$ cat src/rtl/pipe_stage_buf.sv
// pipe_stage_buf: elastic valid/ready pipeline-stage register.
// A circular buffer of DEPTH entries sits between two core stages. Every
// output is driven from registered state, so there is no combinational
// path from input to output. Optional performance counters are enabled
// by defining PIPE_STAGE_BUF_PERF_EN.
module pipe_stage_buf #(
  parameter int WIDTH = 32,
  parameter int DEPTH = 2,
  parameter int CNT_W = $clog2(DEPTH + 1)
) (
  input  logic             clk,
  input  logic             rst,
  input  logic             flush,
  input  logic             s_valid,
  output logic             s_ready,
  input  logic [WIDTH-1:0] s_data,
  output logic             m_valid,
  input  logic             m_ready,
  output logic [WIDTH-1:0] m_data,
  output logic [CNT_W-1:0] count,
  output logic [31:0]      perf_stall,
  output logic [31:0]      perf_xfer
);

  localparam int PW = (DEPTH > 1) ? $clog2(DEPTH) : 1;

  logic [PW-1:0]    wp_q, wp_d, rp_q, rp_d;
  logic [CNT_W-1:0] cnt_q, cnt_d;
  logic [WIDTH-1:0] mem_q [DEPTH];
  logic             push, pop;

  // Pointers wrap explicitly, so DEPTH does not have to be a power of two.
  function automatic logic [PW-1:0] ptr_inc(input logic [PW-1:0] p);
    return (p == PW'(DEPTH - 1)) ? '0 : p + PW'(1);
  endfunction

  assign s_ready = (cnt_q != CNT_W'(DEPTH));
  assign m_valid = (cnt_q != '0);
  assign m_data  = mem_q[rp_q];
  assign count   = cnt_q;
  assign push    = s_valid & s_ready;
  assign pop     = m_valid & m_ready;

  // Next state of the pointers and the count. Flush overrides any push or pop.
  always_comb begin
    wp_d  = wp_q;
    rp_d  = rp_q;
    cnt_d = cnt_q;
    if (flush) begin
      wp_d  = '0;
      rp_d  = '0;
      cnt_d = '0;
    end else begin
      if (push) wp_d = ptr_inc(wp_q);
      if (pop)  rp_d = ptr_inc(rp_q);
      case ({push, pop})
        2'b10:   cnt_d = cnt_q + CNT_W'(1);
        2'b01:   cnt_d = cnt_q - CNT_W'(1);
        default: ;
      endcase
    end
  end

  // Pointer and count registers.
  always_ff @(posedge clk or negedge rst) begin
    if (!rst) begin
      wp_q  <= '0;
      rp_q  <= '0;
      cnt_q <= '0;
    end else begin
      wp_q  <= wp_d;
      rp_q  <= rp_d;
      cnt_q <= cnt_d;
    end
  end

  // Payload storage is not reset; a discarded push must not overwrite an entry.
  always_ff @(posedge clk) begin
    if (push && !flush) mem_q[wp_q] <= s_data;
  end

`ifdef PIPE_STAGE_BUF_PERF_EN
  logic [31:0] stall_q, xfer_q;

  // Saturating stall and transfer counters; only reset clears them.
  always_ff @(posedge clk or negedge rst) begin
    if (!rst) begin
      stall_q <= '0;
      xfer_q  <= '0;
    end else begin
      if (m_valid && !m_ready && !flush && (stall_q != '1)) stall_q <= stall_q + 32'd1;
      if (pop && !flush && (xfer_q != '1))                  xfer_q  <= xfer_q + 32'd1;
    end
  end

  assign perf_stall = stall_q;
  assign perf_xfer  = xfer_q;
`else
  assign perf_stall = '0;
  assign perf_xfer  = '0;
`endif

endmodule

$ cat config.mk
export PLATFORM = sky130hd
export DESIGN_NAME = pipe_stage_buf
export DESIGN_NICKNAME = d
export VERILOG_FILES = /design/src/rtl/pipe_stage_buf.sv
export SDC_FILE = /design/constraint.sdc
export NUM_CORES = 1
export LEC_CHECK = 0
export BUFFER_PORTS_ARGS = -buffer_cell sky130_fd_sc_hd__buf_4
export CAP_MARGIN = 20
export CORE_MARGIN = 4
export CORE_UTILIZATION = 40
export CTS_CLUSTER_DIAMETER = 60
export DETAILED_ROUTE_END_ITERATION = 12
export GPL_ROUTABILITY_DRIVEN = 0
export HOLD_SLACK_MARGIN = 0.15
export PLACE_DENSITY = 0.78
export SLEW_MARGIN = 20
export SYNTH_ARGS = -nofsm -noshare
export SYNTH_HDL_FRONTEND = slang
export SYNTH_SLANG_ARGS = --single-unit
$ cat constraint.sdc
create_clock -name clk -period 8.27 [get_ports clk]
set_input_delay 0.4135 -clock clk [delete_from_list [all_inputs] [get_ports clk]]
set_output_delay 0.4135 -clock clk [all_outputs]
set_load 0.005 [all_outputs]
Yosys cells after proc, flatten, opt, wreduce, memory -nomap -nowiden
Memory sizes are Yosys's and may differ from the RTL's.
Cells that the tools add are included.
Operators by class
  add/subtract/negate cells: 4
  multiply operators: 0
  divide/modulo/power cells: 0
  $lt $le $gt $ge: 0
  eq/ne operators: 3
  shift-type cells: 0
  mux-type cells: 10
  bitwise gates (word level): 2
  reduce and logical (&&, ||, !) cells: 6
Operators with widths (count)
  $mux W1: 8
  $reduce_bool A2 Y1: 3
  $pmux W2 S2: 1
  $reduce_bool A3 Y1: 1
  $add A1 B1 Y1 const B: 2
  $add A2 B1 Y2 const B: 1
  $and A1 B1 Y1: 2
  $eq A2 B1 Y1 const B: 1
  $eq A2 B2 Y1 const B: 1
  $mux W2: 1
  $ne A2 B2 Y1 const B: 1
  $sub A2 B1 Y2 const B: 1
  $logic_and A1 B1 Y1: 1
  $logic_not A1 Y1: 1
Storage, ports and cells
  register bits after elaboration: 4
  bits in latches: 0
  RAM bits: 64
  ROM bits: 0
  input port bits: 37
  output and inout bits: 100
  logic and storage cells: 29
  memories: 1
Memories
  mem_q: depth 2, width 32, rd ports 1, clocked after memory_dff 0, write ports 1, RTL line 29  | logic [WIDTH-1:0] mem_q [DEPTH];

Depth between registers and ports, before layout
  depth after elaboration: 5
  depth in mapped cells: 4
  depth with buffers taken out: 4

Worst setup path before layout
No wires, ideal clock.
  path kind: register to register
  start: register cnt_q[1] (netlist: count[1])
  end: memory mem_q[1][0] (enable)
  setup time: 468 ps
  arrival: 3145 ps
  required time: 7802 ps
  setup slack: 4657 ps
  stages on the path, launching flop included: 5
  buffers on the path: 0
  period minus slack after synthesis: 3613 ps
  cell sequence: dfrtp_1 -> nor2b_1 -> inv_1 -> nand2_1 -> nor3b_1
Between the ends
  longest elaborated chain between the ends: 5
RTL lines
  from (decl): RTL line 28  | logic [CNT_W-1:0] cnt_q, cnt_d;
  from (signal assigned): RTL line 73  | cnt_q <= cnt_d;
  $ne A2 B2 Y1: RTL line 37  | assign s_ready = (cnt_q != CNT_W'(DEPTH));
  via s_ready: RTL line 15  | output logic s_ready,
  $and A1 B1 Y1: RTL line 41  | assign push = s_valid & s_ready;
  $logic_and A1 B1 Y1: RTL line 79  | if (push && !flush) mem_q[wp_q] <= s_data;
  $mux W1: RTL line 79
  $mux W1 (not written as such): RTL line 79
  to (decl): RTL line 29
The timed path passes the listed nets, and every way through them passes these cells.

Worst setup path after layout
  start: register rp_q
  end: output port m_data[12]
Between the ends
  longest elaborated chain between the ends: 1
RTL lines
  from (decl): RTL line 27  | logic [PW-1:0] wp_q, wp_d, rp_q, rp_d;
  from (signal assigned): RTL line 72  | rp_q <= rp_d;
  $mem_v2 Z2 W32
  to (decl): RTL line 19  | output logic [WIDTH-1:0] m_data,
No other way between the ends.

==> impl_metrics.xml <==
<?xml version="1.0" encoding="UTF-8"?>
<metrics>
  <group name="die">
    <metric name="io-pin-count" unit="">137</metric>
    <metric name="num_rows" unit="">31</metric>
    <metric name="initial_utilization" unit="">0.414</metric>
    <metric name="design.die.area" unit="um^2">9000</metric>
    <metric name="chipWidth" unit="um">94.9</metric>
    <metric name="core_area" unit="um^2">7290</metric>
    <metric name="chipHeight" unit="um">94.9</metric>
  </group>
  <group name="timing">
    <metric name="skew" unit="ns">0.00886</metric>
    <metric name="grt_setup_unrepaired" unit="">no</metric>
    <metric name="post_route_fraction_of_the_period_consumed_by_the_critical_path" unit="">0.294</metric>
    <metric name="total_count_of_hold_check_failures_in_the_final_report" unit="">0</metric>
    <metric name="final.min_clock_period" unit="ns">2.43</metric>
    <metric name="final-max-slew-violation-count" unit="">0</metric>
    <metric name="worst_pin_slew" unit="ns">0.688</metric>
    <metric name="final.setup.tns" unit="ns">0</metric>
    <metric name="finalWorstSetupSlack" unit="ns">5.84</metric>
    <metric name="slew-limit-headroom" unit="">0.541</metric>
    <metric name="hold_ws" unit="ns">0.259</metric>
    <metric name="setup_viol" unit="">0</metric>
    <metric name="max_clock_freq" unit="MHz">412</metric>
  </group>
  <group name="min_path">
    <metric name="min_delay_path_depth" unit="">1</metric>
    <metric name="hp-start" unit="">s_data[2]</metric>
    <metric name="hold_class" unit="">primary input to register</metric>
    <metric name="hold_path_end" unit="">mem_q[1][2]$_DFFE_PP_</metric>
  </group>
  <group name="clock_network">
    <metric name="cts_buffer_depth" unit="">2</metric>
    <metric name="tritoncts" unit="">done</metric>
    <metric name="clk_transition_reported_paths" unit="ns">0.08</metric>
    <metric name="cts.sink_count" unit="">68</metric>
    <metric name="postCtsResizedCells" unit="">0</metric>
    <metric name="cts_buffers" unit="">9</metric>
    <metric name="cell_at_the_root_of_the_clock_tree" unit="">clkbuf_8</metric>
    <metric name="number_of_levels_the_h_tree_was_split_into" unit="">3</metric>
    <metric name="worst_skew_pair.late_latency" unit="ns">0.33</metric>
  </group>
  <group name="synth">
    <metric name="yosysUniqueCellTypes" unit="">22</metric>
    <metric name="synthSimpleGateAreaFrac" unit="">0.0199</metric>
    <metric name="syn-mean-instance-area" unit="um^2">15.8</metric>
    <metric name="number_of_standard_cells_after_synthesis" unit="">191</metric>
    <metric name="yosys.area_share.adder" unit="">0</metric>
    <metric name="synthesis.yosys.warnings" unit="">0</metric>
    <metric name="synthXorXnorAreaFrac" unit="">0.00290</metric>
    <metric name="sequential_to_total_area_share_from_yosys_stat" unit="">0.670</metric>
    <metric name="most_instantiated_cells_after_synthesis" unit="">buf_4, edfxtp_1, mux2_2</metric>
    <metric name="synthesis.area" unit="um^2">3020</metric>
    <metric name="synth_compound_area_frac" unit="">0.0149</metric>
    <metric name="main_combinational_cell_family_by_area_after_synthesis" unit="">buffers and inverters</metric>
    <metric name="ys_async_sr_fraction" unit="">0.0588</metric>
    <metric name="ys_top_cells_by_area" unit="">edfxtp_1, buf_4, mux2_2</metric>
    <metric name="yosys.area.top_type_share" unit="">0.637</metric>
    <metric name="synth_mux_area_frac" unit="">0.123</metric>
    <metric name="synth_area_leader_cell" unit="">edfxtp_1</metric>
    <metric name="synth-main-ff-cell" unit="">edfxtp_1</metric>
    <metric name="ys_seq_elements" unit="">68</metric>
    <metric name="synth-edff-count" unit="">64</metric>
  </group>
  <group name="worst_setup_path">
    <metric name="critical_path_class" unit="">register to primary output</metric>
    <metric name="crit_path_max_incr_delay" unit="ns">0.78</metric>
    <metric name="rr_worst_depth" unit="">5</metric>
    <metric name="worstPathCellList" unit="">buf_4, mux2_2, buf_4</metric>
    <metric name="critical_path.slowest_cell" unit="">dfrtp_1</metric>
    <metric name="cp_data_required_time" unit="ns">7.86</metric>
    <metric name="reg2reg_slack" unit="ns">6.51</metric>
    <metric name="worst_setup_path_start_kind" unit="">register</metric>
    <metric name="reg2reg_to" unit="">mem_q[1][30]$_DFFE_PP_</metric>
    <metric name="crit-reg2reg-launch" unit="">count[1]$_DFFE_PN0P_</metric>
    <metric name="critical_path.max_fanout" unit="">17</metric>
    <metric name="cpMostUsedCell" unit="">buf_4</metric>
    <metric name="cp.arrival" unit="ns">2.02</metric>
    <metric name="critical_path.endpoint_type" unit="">primary output</metric>
  </group>
  <group name="place">
    <metric name="post-dp-hpwl" unit="mm">3.54</metric>
    <metric name="port-buffer-count" unit="">72</metric>
    <metric name="post_dp_cell_area" unit="um^2">3450</metric>
    <metric name="detailedPlace.worstSlack" unit="ns">6.17</metric>
  </group>
  <group name="finish">
    <metric name="final_net_count" unit="">310</metric>
    <metric name="antenna-diode-count" unit="">0</metric>
    <metric name="n_fill_cell" unit="">663</metric>
    <metric name="layout.area.seq" unit="um^2">2020</metric>
    <metric name="layout-drive-gt1-share" unit="">0.457</metric>
    <metric name="syn_to_final_growth" unit="%">21.0</metric>
    <metric name="multi_input_area" unit="um^2">734</metric>
    <metric name="final_design_area_no_fill" unit="um^2">3650</metric>
  </group>
  <group name="power">
    <metric name="power.ir.vdd_worst" unit="V">0.000154</metric>
    <metric name="p_total" unit="uW">742</metric>
    <metric name="p_leak" unit="nW">1.47</metric>
    <metric name="cellPowerDensity" unit="nW/um^2">203</metric>
  </group>
  <group name="global_route">
    <metric name="global_route.overflow_total" unit="">0</metric>
    <metric name="vias_in_the_first_global_route" unit="">1604</metric>
    <metric name="grt_antenna_before_repair" unit="">0</metric>
    <metric name="grt_pass1_wl" unit="mm">7.59</metric>
    <metric name="pin_count_of_the_biggest_net_entering_global_routing" unit="">33</metric>
    <metric name="gr-usage-all-layers" unit="">0.115</metric>
  </group>
  <group name="outcome">
    <metric name="run_status" unit="">finished clean</metric>
  </group>
  <group name="route">
    <metric name="wire_per_inst" unit="um">13.6</metric>
    <metric name="drt_drc_violations_left" unit="">0</metric>
    <metric name="drt_pass1_iterations" unit="">4</metric>
    <metric name="route.vias.total" unit="">1553</metric>
    <metric name="viasPerCell" unit="">4.12</metric>
    <metric name="finalWirelength" unit="mm">5.12</metric>
    <metric name="detail_route.iter0.violations" unit="">43</metric>
    <metric name="route.antenna.remaining_nets" unit="">0</metric>
  </group>
  <group name="flow_run">
    <metric name="max_cap_violations" unit="">0</metric>
  </group>
</metrics>
final cells by class:
cell class,instances,area share
Tap cell,99,0.0339
Clock buffer,10,0.0349
Inverter,2,0.00206
Sequential cell,68,0.554
Multi-Input combinational cell,116,0.201
Timing Repair Buffer,76,0.157
Clock inverter,6,0.0175
state kept, by name (all words and copies together), names as in the netlist:
name / count
wp_q: 1
count: 2
rp_q: 1
mem_q: 64
kinds of logic after synthesis:
| logic type | Yosys count |
|---|---|
| compound gates | 8 |
| xor+xnor | 1 |
| buf+inv | 70 |
| flops | 68 |
| mux | 33 |
| other cells | 1 |
| simple gates | 10 |
metrics by stage:
stage,cells,util
floorplan,254,-
global placement,360,0.473
detailed placement,360,0.473
CTS,377,0.501
global route,377,0.501
finish,377,0.501
report_power, final:
group	total (mW)	internal (mW)	switching (mW)
clock network	0.264	0.139	0.124
registers	0.397	0.391	0.00637
logic	0.0814	0.0457	0.0357
cells in the final DEF (no fill, tap or decap):
master,Yosys,final
mux2_2,32,32
inv_6,0,1
clkinvlp_4,0,2
buf_4,64,75
inv_1,1,1
bufinv_16,0,1
nor3b_2,0,1
or3_1,1,1
edfxtp_1,64,64
nor3_2,0,1
o21ai_0,2,2
clkbuf_8,0,9
clkinv_2,0,2
nand2_1,1,1
a21oi_1,4,4
nand3b_1,1,1
a21o_1,1,1
nor2_1,1,1
mux2i_1,1,1
o211ai_1,1,1
dfrtp_1,4,4
nor2b_1,1,1
xor2_1,1,1
clkbuf_1,0,1
or2_2,2,2
conb_1,1,64
nor3b_1,2,1
dlygate4sd3_1,0,1
inv_2,1,1
what timing repair did:
item | 4_1_cts | 5_1_grt
buffers inserted | 0 | 0
hold buffers | 1 | 0
endpoints found under the hold margin | 4 | 0
how the worst max path moves through the flow:
stage | start | end | cells after the start
floorplan | count[1]$_DFFE_PN0P_ | mem_q[1][0]$_DFFE_PP_ | 4
global placement | rp_q$_DFFE_PN0P_ | m_data[10] | 3
detailed placement | rp_q$_DFFE_PN0P_ | m_data[12] | 3
CTS | rp_q$_DFFE_PN0P_ | m_data[12] | 3
global route | rp_q$_DFFE_PN0P_ | m_data[12] | 3
finish | rp_q$_DFFE_PN0P_ | m_data[12] | 3
layer usage:
metal	GRT usage	share of wire	up-vias
li1	-	-	721
met1	0.119	0.37	750
met2	0.202	0.53	74
met3	0.0502	0.088	8
met4	0.0505	0.016	0
met5	0	0	-
critical path: cells and delay by family (launching register included):
kind / cells / cell delay (ns)
buf+inv: 2 / 0.52
flops: 1 / 0.78
mux: 1 / 0.38
Power figures use the tool's default switching activity.
